### src/rtl/riscv_ctrl_pkg.sv
// Shared definitions for the multicycle RISC-V control path: FSM states,
// opcodes and the encodings of every datapath select the controller drives.
package riscv_ctrl_pkg;

   typedef enum logic [3:0] {
      S_FETCH,
      S_DECODE,
      S_MEMADR,
      S_MEMREAD,
      S_MEMWB,
      S_MEMWRITE,
      S_EXECUTER,
      S_EXECUTEI,
      S_ALUWB,
      S_BEQ,
      S_JAL,
      S_LUI,
      S_TRAP
   } ctrlState_t;

   // Opcodes understood by the controller
   localparam logic [6:0] OP_LOAD   = 7'b0000011;
   localparam logic [6:0] OP_STORE  = 7'b0100011;
   localparam logic [6:0] OP_RTYPE  = 7'b0110011;
   localparam logic [6:0] OP_ITYPE  = 7'b0010011;
   localparam logic [6:0] OP_BRANCH = 7'b1100011;
   localparam logic [6:0] OP_JAL    = 7'b1101111;
   localparam logic [6:0] OP_LUI    = 7'b0110111;

   // Immediate formats
   localparam logic [2:0] IMM_I = 3'b000;
   localparam logic [2:0] IMM_S = 3'b001;
   localparam logic [2:0] IMM_B = 3'b010;
   localparam logic [2:0] IMM_J = 3'b011;
   localparam logic [2:0] IMM_U = 3'b100;

   // ALU operand A: current PC, PC of the instruction being executed, rs1, zero
   localparam logic [1:0] SRCA_PC    = 2'b00;
   localparam logic [1:0] SRCA_OLDPC = 2'b01;
   localparam logic [1:0] SRCA_REG   = 2'b10;
   localparam logic [1:0] SRCA_ZERO  = 2'b11;

   // ALU operand B: rs2, immediate, constant four
   localparam logic [1:0] SRCB_REG  = 2'b00;
   localparam logic [1:0] SRCB_IMM  = 2'b01;
   localparam logic [1:0] SRCB_FOUR = 2'b10;

   // Result mux: registered ALU output, memory read data, live ALU result
   localparam logic [1:0] RES_ALUOUT = 2'b00;
   localparam logic [1:0] RES_DATA   = 2'b01;
   localparam logic [1:0] RES_ALU    = 2'b10;

   // ALU decoder hint: add, subtract (compare), decode from funct fields
   localparam logic [1:0] ALUOP_ADD   = 2'b00;
   localparam logic [1:0] ALUOP_SUB   = 2'b01;
   localparam logic [1:0] ALUOP_FUNCT = 2'b10;

endpackage

### src/rtl/imm_src_dec.sv
// Immediate-format decoder; purely a function of the opcode so the datapath
// sees the right extension whatever state the controller is in.
module imm_src_dec
   import riscv_ctrl_pkg::*;
(
   input  logic [6:0] op_i,
   output logic [2:0] immSrc_o
);

   // Map opcode to immediate format, I-type layout for anything unrecognised
   always_comb begin
      immSrc_o = IMM_I;
      case (op_i)
         OP_STORE:  immSrc_o = IMM_S;
         OP_BRANCH: immSrc_o = IMM_B;
         OP_JAL:    immSrc_o = IMM_J;
         OP_LUI:    immSrc_o = IMM_U;
         default:   immSrc_o = IMM_I;
      endcase
   end

endmodule

### src/rtl/mc_controller_fsm.sv
// Multicycle RISC-V main controller: Moore FSM sequencing fetch, decode and
// execute phases, plus a retired-instruction counter and a sticky trap flag.
module mc_controller_fsm
   import riscv_ctrl_pkg::*;
#(
   parameter int unsigned EN_LUI = 1,
   parameter int unsigned CNT_W  = 32
) (
   input  logic             clk,
   input  logic             reset_n,
   input  logic [6:0]       op,
   input  logic             mem_ready,
   output logic             mem_req,
   output logic             AdrSrc,
   output logic             IRWrite,
   output logic             PCUpdate,
   output logic             Branch,
   output logic             RegWrite,
   output logic             MemWrite,
   output logic [1:0]       ResultSrc,
   output logic [1:0]       ALUSrcA,
   output logic [1:0]       ALUSrcB,
   output logic [1:0]       ALUOp,
   output logic [2:0]       ImmSrc,
   output logic             retire,
   output logic [CNT_W-1:0] retired_cnt,
   output logic             illegal
);

   ctrlState_t       state_q, state_d;
   logic [CNT_W-1:0] retiredCnt_q;
   logic             illegal_q;

   imm_src_dec uImmSrcDec (
      .op_i     (op),
      .immSrc_o (ImmSrc)
   );

   // State register; reset drops straight back to FETCH, abandoning any access
   always_ff @(posedge clk or negedge reset_n) begin
      if (!reset_n) begin
         state_q <= S_FETCH;
      end else begin
         state_q <= state_d;
      end
   end

   // Next state and Moore outputs; strobes are masked while reset is held
   always_comb begin
      state_d   = state_q;
      mem_req   = 1'b0;
      AdrSrc    = 1'b0;
      IRWrite   = 1'b0;
      PCUpdate  = 1'b0;
      Branch    = 1'b0;
      RegWrite  = 1'b0;
      MemWrite  = 1'b0;
      ResultSrc = RES_ALUOUT;
      ALUSrcA   = SRCA_PC;
      ALUSrcB   = SRCB_REG;
      ALUOp     = ALUOP_ADD;
      retire    = 1'b0;
      case (state_q)
         S_FETCH: begin
            mem_req   = 1'b1;
            ALUSrcB   = SRCB_FOUR;
            ResultSrc = RES_ALU;
            IRWrite   = mem_ready;
            PCUpdate  = mem_ready;
            if (mem_ready) state_d = S_DECODE;
         end
         S_DECODE: begin
            ALUSrcA = SRCA_OLDPC;
            ALUSrcB = SRCB_IMM;
            case (op)
               OP_LOAD, OP_STORE: state_d = S_MEMADR;
               OP_RTYPE:          state_d = S_EXECUTER;
               OP_ITYPE:          state_d = S_EXECUTEI;
               OP_BRANCH:         state_d = S_BEQ;
               OP_JAL:            state_d = S_JAL;
               OP_LUI:            state_d = (EN_LUI != 0) ? S_LUI : S_TRAP;
               default:           state_d = S_TRAP;
            endcase
         end
         S_MEMADR: begin
            ALUSrcA = SRCA_REG;
            ALUSrcB = SRCB_IMM;
            state_d = (op == OP_LOAD) ? S_MEMREAD : S_MEMWRITE;
         end
         S_MEMREAD: begin
            mem_req = 1'b1;
            AdrSrc  = 1'b1;
            if (mem_ready) state_d = S_MEMWB;
         end
         S_MEMWB: begin
            ResultSrc = RES_DATA;
            RegWrite  = 1'b1;
            retire    = 1'b1;
            state_d   = S_FETCH;
         end
         S_MEMWRITE: begin
            mem_req  = 1'b1;
            AdrSrc   = 1'b1;
            MemWrite = 1'b1;
            retire   = mem_ready;
            if (mem_ready) state_d = S_FETCH;
         end
         S_EXECUTER: begin
            ALUSrcA = SRCA_REG;
            ALUOp   = ALUOP_FUNCT;
            state_d = S_ALUWB;
         end
         S_EXECUTEI: begin
            ALUSrcA = SRCA_REG;
            ALUSrcB = SRCB_IMM;
            ALUOp   = ALUOP_FUNCT;
            state_d = S_ALUWB;
         end
         S_ALUWB: begin
            RegWrite = 1'b1;
            retire   = 1'b1;
            state_d  = S_FETCH;
         end
         S_BEQ: begin
            ALUSrcA = SRCA_REG;
            ALUOp   = ALUOP_SUB;
            Branch  = 1'b1;
            retire  = 1'b1;
            state_d = S_FETCH;
         end
         S_JAL: begin
            ALUSrcA  = SRCA_OLDPC;
            ALUSrcB  = SRCB_FOUR;
            PCUpdate = 1'b1;
            state_d  = S_ALUWB;
         end
         S_LUI: begin
            ALUSrcA = SRCA_ZERO;
            ALUSrcB = SRCB_IMM;
            state_d = S_ALUWB;
         end
         S_TRAP: begin
            state_d = S_TRAP;
         end
         default: begin
            state_d = S_FETCH;
         end
      endcase
      if (!reset_n) begin
         mem_req  = 1'b0;
         IRWrite  = 1'b0;
         PCUpdate = 1'b0;
         Branch   = 1'b0;
         RegWrite = 1'b0;
         MemWrite = 1'b0;
         retire   = 1'b0;
      end
   end

   // Retired-instruction counter, wraps naturally at its width
   always_ff @(posedge clk or negedge reset_n) begin
      if (!reset_n) begin
         retiredCnt_q <= '0;
      end else if (retire) begin
         retiredCnt_q <= retiredCnt_q + CNT_W'(1);
      end
   end

   // Sticky unsupported-opcode flag, raised on the edge that enters TRAP
   always_ff @(posedge clk or negedge reset_n) begin
      if (!reset_n) begin
         illegal_q <= 1'b0;
      end else if (state_d == S_TRAP) begin
         illegal_q <= 1'b1;
      end
   end

   assign retired_cnt = retiredCnt_q;
   assign illegal     = illegal_q;

endmodule

### config.mk
export PLATFORM = sky130hd
export DESIGN_NAME = mc_controller_fsm
export DESIGN_NICKNAME = d
export VERILOG_FILES = /design/src/rtl/riscv_ctrl_pkg.sv /design/src/rtl/imm_src_dec.sv /design/src/rtl/mc_controller_fsm.sv
export SDC_FILE = /design/constraint.sdc
export NUM_CORES = 1
export LEC_CHECK = 0
export CORE_ASPECT_RATIO = 0.9
export CORE_MARGIN = 2
export CORE_UTILIZATION = 40
export CTS_BUF_LIST = sky130_fd_sc_hd__clkbuf_4 sky130_fd_sc_hd__clkbuf_8 sky130_fd_sc_hd__clkbuf_16
export DETAILED_ROUTE_END_ITERATION = 8
export PLACE_DENSITY = 0.69
export SKIP_LAST_GASP = 1
export SLEW_MARGIN = 30
export SYNTH_ARGS = -nofsm -noshare
export SYNTH_HDL_FRONTEND = slang
export SYNTH_HIERARCHICAL = 1
export SYNTH_SLANG_ARGS = --single-unit
### constraint.sdc
create_clock -name clk -period 4.65 [get_ports clk]
set_input_delay 0.465 -clock clk [delete_from_list [all_inputs] [get_ports clk]]
set_output_delay 0.465 -clock clk [all_outputs]
set_load 0.01 [all_outputs]
==> results.sh, run 1 <==
export IMPL_status="complete, no violations"
export IMPL_vias=1874
export IMPL_via_per_inst=5.22
export IMPL_grt_usage_pct=17.0
export IMPL_start_util_pct=41.6
export IMPL_slowest_stage="clkdlybuf4s50_1"
export IMPL_die_area_um2=6110
export IMPL_hp_class="in2async"
export IMPL_cp_start_kind="flip-flop"
export IMPL_drive_gt1_share_pct=7.19
export IMPL_die_y_um=74.4
export IMPL_cts_buffers=5
export IMPL_mostFrequentLayoutCells="clkdlybuf4s50_1, dfrtp_1, nand2_1"
export IMPL_nNetsFinal=302
export IMPL_fin_cells=359
export IMPL_timing_final_crit_share_pct=61.0
export IMPL_syn_nets=242
export IMPL_diodes=0
export IMPL_synthCells=231
export IMPL_ir_worst_vdd_mv=0.207
export IMPL_ys_types=53
export IMPL_clk_latency_ns=0.30
export IMPL_power_leakage_uw=0.00126
export IMPL_async_reset_ff_share_pct=100
export IMPL_synth_seq_area_share_pct=42.1
export IMPL_fin_skew_ns=0.00636
export IMPL_reg2reg_slack_ns=2.55
export IMPL_fin_hold_ws_ns=0.0780
export IMPL_min_period_ns=2.84
export IMPL_grt_pass1_vias=1673
export IMPL_p_per_area_nw_per_um2=388
export IMPL_clockBufferDepth=2
export IMPL_cp_max_fo=18
export IMPL_route_detailed_drc=0
export IMPL_setup_viol=0
export IMPL_grt_max_degree=27
export IMPL_cts_resized=0
export IMPL_crit_path_start="state_q[2]$_DFF_PN0_"
export IMPL_path_cells="nand2b_1 -> o21a_4 -> nor2_1 -> clkdlybuf4s50_1"
export IMPL_cap_violations=0
export IMPL_globalplace_congestion=0.827
export IMPL_reg2reg_from="state_q[2]$_DFF_PN0_"
export IMPL_die_w_um=82.2
export IMPL_postCtsSetupBuffers=0
export IMPL_first_iter_violations=117
export IMPL_layout_commonest_cell="clkdlybuf4s50_1"
export IMPL_worst_pin_slew_ns=0.591
export IMPL_gr_total_overflow=0
export IMPL_antenna_found_initial=0
export IMPL_fmax_mhz=353
export IMPL_rows=25
export IMPL_io_buffers=61
export IMPL_cts_root_buf="clkbuf_8"
export IMPL_slew_headroom_pct=60.6
export IMPL_synthToLayoutAreaGrowth_pct=33.4
export IMPL_reg2reg_depth=5
export IMPL_reg2reg_to="retired_cnt[30]$_DFFE_PN0P_"
export IMPL_ios=62
export IMPL_grt_pass1_wl_mm=7.92
export IMPL_htree_levels=2
export IMPL_dr_pass1_iters=4
export IMPL_slowest_delay_ns=0.62
export IMPL_syn_area_um2=2200
export IMPL_ys_seq_elements=37
export IMPL_path_class="reg2out"
export IMPL_finalMaxSlewViolations=0
export IMPL_core_um2=5290
export IMPL_synth_edf_count=0
export IMPL_drtAntennaViolNets=0
export IMPL_hpwl_mm=3.68
export IMPL_setup_tns_ns=0
export IMPL_wirelength_mm=4.88
export IMPL_synth_warnings=6
export IMPL_fillers=467
export IMPL_post_place_cells=351
export IMPL_wl_per_cell_um=13.6
export IMPL_rsz0062_at_grt="false"
export IMPL_cp_end_kind="primary output"
export IMPL_synthFlopType="dfrtp_1"
export IMPL_cts_clk_slew_worst_paths_ns=0.07
export IMPL_arrival_ns=2.37
export IMPL_required_ns=4.18
export IMPL_cts_tree="done"
export IMPL_avgSynthCellArea_um2=9.52
export IMPL_cts_sinks=37
export IMPL_cts_hold_buf=0
export IMPL_hold_viol_final=0
[state kept, by name (all words and copies together) (netlist names)]
name	flops
retired_cnt	32
illegal	1
state_q	4
[routing by layer]
layer	wire (um)	global-route usage (%)	vias to the layer above
li1	-	-	931
met1	2390	24.0	886
met2	2190	25.2	50
met3	214	3.88	7
met4	85	7.22	0
met5	0	0	-
[metrics by stage]
stage	instance area, um^2	util, %	setup slack, ns	total power (uW)
3_3_place_gp	2850	53.9	1.96	919
6_report	2940	55.5	1.81	1140
5_1_grt	2940	55.5	1.66	1210
3_5_place_dp	2850	53.9	1.93	922
4_1_cts	2940	55.5	1.80	1150
2_1_floorplan	2200	-	2.89	723
[critical path, delay by kind of cell, from the launching register on]
family	cells	cell delay, ns
and+or+nand+nor	2	0.67
DFF	1	0.59
AOI/OAI and AO/OA	1	0.20
buffers and inverters	1	0.62
[kinds of logic after synthesis]
family,count (synthesis),share of synthesized area (%)
buffers and inverters,12,2.67
and+or+nand+nor,121,32.7
DFF,37,42.1
adders and majority gates,1,0.569
muxes,1,0.512
xor gates and xnor gates,33,13.1
AOI/OAI and AO/OA,26,8.31
[area by class of cell]
cell class	count	area, um^2	share of cell area (%)
multi-input cells	182	1210	41.4
clock inverters	2	10.0	0.341
well taps	67	83.8	2.86
clock buffers	6	76.3	2.60
flip-flops and latches	37	926	31.5
inverters	3	11.3	0.384
repair buffers	62	613	20.9
[synth_stat cells, types with 6 or more instances]
cell type,count,share of area [%]
a21oi_1,6,1.4
and3_1,7,2.0
and4_1,6,2.4
dfrtp_1,37,42
nand2_1,24,4.1
nand2b_1,9,2.6
nand3_1,11,2.5
nand4_1,6,1.7
nor2_1,22,3.8
o21ai_0,6,1.4
xnor2_1,17,6.8
xor2_1,16,6.4
[worst max path at each step]
stage,to,slack (ns),cells past startpoint
2_1_floorplan,ALUSrcB[1],2.89,4
3_3_place_gp,retire,1.96,5
3_5_place_dp,retire,1.93,5
4_1_cts,retire,1.80,4
5_1_grt,retire,1.66,4
6_report,retire,1.81,4
[power by group]
part           internal, uW  switching (uW)  total (uW)
registers               359            89.9         448
logic                   259             206         465
clock network           110             115         224
total                   727             410        1140
No activity file was read; power rests on OpenSTA's default activity.
==> run 2, diff against run 1 <==
--- a/config.mk
+++ b/config.mk
@@ -10,7 +10,7 @@
 export CORE_UTILIZATION = 40
 export CTS_BUF_LIST = sky130_fd_sc_hd__clkbuf_4 sky130_fd_sc_hd__clkbuf_8 sky130_fd_sc_hd__clkbuf_16
 export DETAILED_ROUTE_END_ITERATION = 8
-export PLACE_DENSITY = 0.69
+export PLACE_DENSITY = 0.71
 export SKIP_LAST_GASP = 1
 export SLEW_MARGIN = 30
 export SYNTH_ARGS = -nofsm -noshare
==> constraint.sdc (replaced) <==
create_clock -name clk -period 2.55 [get_ports clk]
set_input_delay 0.255 -clock clk [delete_from_list [all_inputs] [get_ports clk]]
set_output_delay 0.255 -clock clk [all_outputs]
set_load 0.01 [all_outputs]
==> run 2 against run 1 <==
  * Die area stayed put
  * Core utilization is 0.71 points higher
  * Largest power group unchanged
  * Largest cell class unchanged
  * Critical path type is now in2out
  * Worst hold slack better by 0.31 ns
  * Via count is 1.1% higher
  * Combinational power is 92% higher
  * First-iteration DRC count is 6.8% higher
==> results.sh, run 2 (synthesis results as in run 1) <==
export IMPL_status="complete, no violations"
export IMPL_path_cells="dlygate4sd3_1 -> buf_2 -> buf_4 -> nand2_1 -> nor3_1 -> clkdlybuf4s50_1"
export IMPL_min_period_ns=2.37
export IMPL_nNetsFinal=306
export IMPL_mostFrequentLayoutCells="clkdlybuf4s50_1, dfrtp_1, nand2_1"
export IMPL_largest_reg_flops=32
export IMPL_cap_violations=0
export IMPL_hpwl_mm=3.83
export IMPL_grt_pass1_wl_mm=8.52
export IMPL_reg2reg_depth=5
export IMPL_rsz0062_at_grt="false"
export IMPL_route_detailed_drc=0
export IMPL_slowest_delay_ns=0.58
export IMPL_power_leakage_uw=0.00128
export IMPL_grt_max_degree=24
export IMPL_vias=1894
export IMPL_drive_gt1_share_pct=8.11
export IMPL_clockBufferDepth=2
export IMPL_cts_root_buf="clkbuf_8"
export IMPL_die_w_um=82.2
export IMPL_drtAntennaViolNets=0
export IMPL_reg2reg_from="state_q[1]$_DFF_PN0_"
export IMPL_ff_latch_area_um2=926
export IMPL_diodes=0
export IMPL_synthToLayoutAreaGrowth_pct=35.2
export IMPL_first_iter_violations=125
export IMPL_grt_usage_pct=17.9
export IMPL_grt_pass1_vias=1823
export IMPL_wl_per_cell_um=14.1
export IMPL_die_area_um2=6110
export IMPL_core_um2=5290
export IMPL_worst_pin_slew_ns=0.591
export IMPL_hold_viol_final=0
export IMPL_io_buffers=61
export IMPL_cp_end_kind="primary output"
export IMPL_timing_final_crit_share_pct=92.8
export IMPL_via_per_inst=5.22
export IMPL_cts_clk_slew_worst_paths_ns=0.07
export IMPL_hp_class="in2async"
export IMPL_gr_total_overflow=0
export IMPL_cts_buffers=5
export IMPL_cts_sinks=37
export IMPL_final_core_util_pct=56.2
export IMPL_clk_latency_ns=0.28
export IMPL_ir_worst_vdd_mv=0.577
export IMPL_cp_max_fo=11
export IMPL_finalMaxSlewViolations=0
export IMPL_reg2reg_slack_ns=0.48
export IMPL_layout_commonest_cell="clkdlybuf4s50_1"
export IMPL_dr_pass1_iters=4
export IMPL_switching_share_pct=35.0
export IMPL_p_int_uw=1370
export IMPL_ios=62
export IMPL_setup_viol=0
export IMPL_wirelength_mm=5.11
export IMPL_fillers=477
export IMPL_slowest_stage="clkdlybuf4s50_1"
export IMPL_p_sw_uw=738
export IMPL_multi_input_area_um2=1210
export IMPL_reg2reg_to="retired_cnt[15]$_DFFE_PN0P_"
export IMPL_die_y_um=74.4
export IMPL_cp_start_kind="primary input"
export IMPL_start_util_pct=41.6
export IMPL_rows=25
export IMPL_slew_headroom_pct=60.6
export IMPL_path_class="in2out"
export IMPL_cts_tree="done"
export IMPL_required_ns=2.30
export IMPL_globalplace_congestion=0.797
export IMPL_fin_skew_ns=0.00698
export IMPL_p_per_area_nw_per_um2=709
export IMPL_arrival_ns=2.11
export IMPL_p_seq_share_pct=38.1
export IMPL_htree_levels=2
export IMPL_pwr_share_clk_pct=19.5
export IMPL_antenna_found_initial=0
export IMPL_combPwrFrac_pct=42.4
export IMPL_setup_tns_ns=0
export IMPL_fmax_mhz=423
[run 2: area by class of cell]
type	instances	share of cell area, %
multi-input cells	182	40.9
flip-flops and latches	37	31.1
repair buffers	66	21.7
clock buffers	8	3.07
well taps	67	2.82
inverters	3	0.379
[run 2: power groups by stage]
stage	combinational, uW	clock, uW	sequential (uW)
6_report	894	412	803
5_1_grt	975	443	825
4_1_cts	898	423	801
3_5_place_dp	892	0	811
3_3_place_gp	884	0	812
2_1_floorplan	581	0	738
[run 2: worst max path at each step]
stage                              start  cells after the start  slack (ns)                         end
floorplan           state_q[3]$_DFF_PN0_                      5        0.86  retired_cnt[1]$_DFFE_PN0P_
global placement                   op[6]                      4        0.31                   ImmSrc[0]
detailed placement                 op[2]                      6        0.28         illegal$_DFFE_PN0N_
CTS                              reset_n                      6        0.17                     IRWrite
global route                     reset_n                      6        0.05                     IRWrite
finish                           reset_n                      6        0.18                     IRWrite
[run 2: repair_timing]
| action | in CTS | in global routing |
|---|---|---|
| hold endpoints to repair | 8 | 0 |
| buffers inserted | 0 | 0 |
| gates resized for setup | 0 | 0 |
| hold buffers | 1 | 0 |
[run 2: metal layers]
| layer | global-route usage (%) | up-vias | wire [um] |
|---|---|---|---|
| met4 | 3.89 | 0 | 27 |
| li1 | - | 941 | - |
| met3 | 4.25 | 2 | 195 |
| met5 | 0 | - | 0 |
| met2 | 27.6 | 42 | 2300 |
| met1 | 25.8 | 909 | 2580 |
[run 2: metrics by stage]
step / std cells / cell area [um^2] / total power (uW) / hold WS, ns / worst slack, ns
floorplan: 231 / 2200 / 1320 / -0.0406 / 0.858
global placement: 354 / 2870 / 1700 / 0.138 / 0.314
detailed placement: 354 / 2870 / 1700 / 0.136 / 0.280
CTS: 363 / 2970 / 2120 / 0.395 / 0.167
global route: 363 / 2970 / 2240 / 0.413 / 0.0473
finish: 363 / 2970 / 2110 / 0.386 / 0.185
[run 2: critical path: cells and delay by family]
kind | cells | cell delay [ns]
and+or+nand+nor | 2 | 0.24
buffers and inverters | 4 | 1.61
==> run 3, diff against run 2 <==
--- a/config.mk
+++ b/config.mk
@@ -10,6 +10,7 @@
 export CORE_UTILIZATION = 40
 export CTS_BUF_LIST = sky130_fd_sc_hd__clkbuf_4 sky130_fd_sc_hd__clkbuf_8 sky130_fd_sc_hd__clkbuf_16
 export DETAILED_ROUTE_END_ITERATION = 8
+export GPL_ROUTABILITY_DRIVEN = 0
 export PLACE_DENSITY = 0.71
 export SKIP_LAST_GASP = 1
 export SLEW_MARGIN = 30
==> results of run 3 <==
Final layout, timing and power as in run 2 (identical DEF).
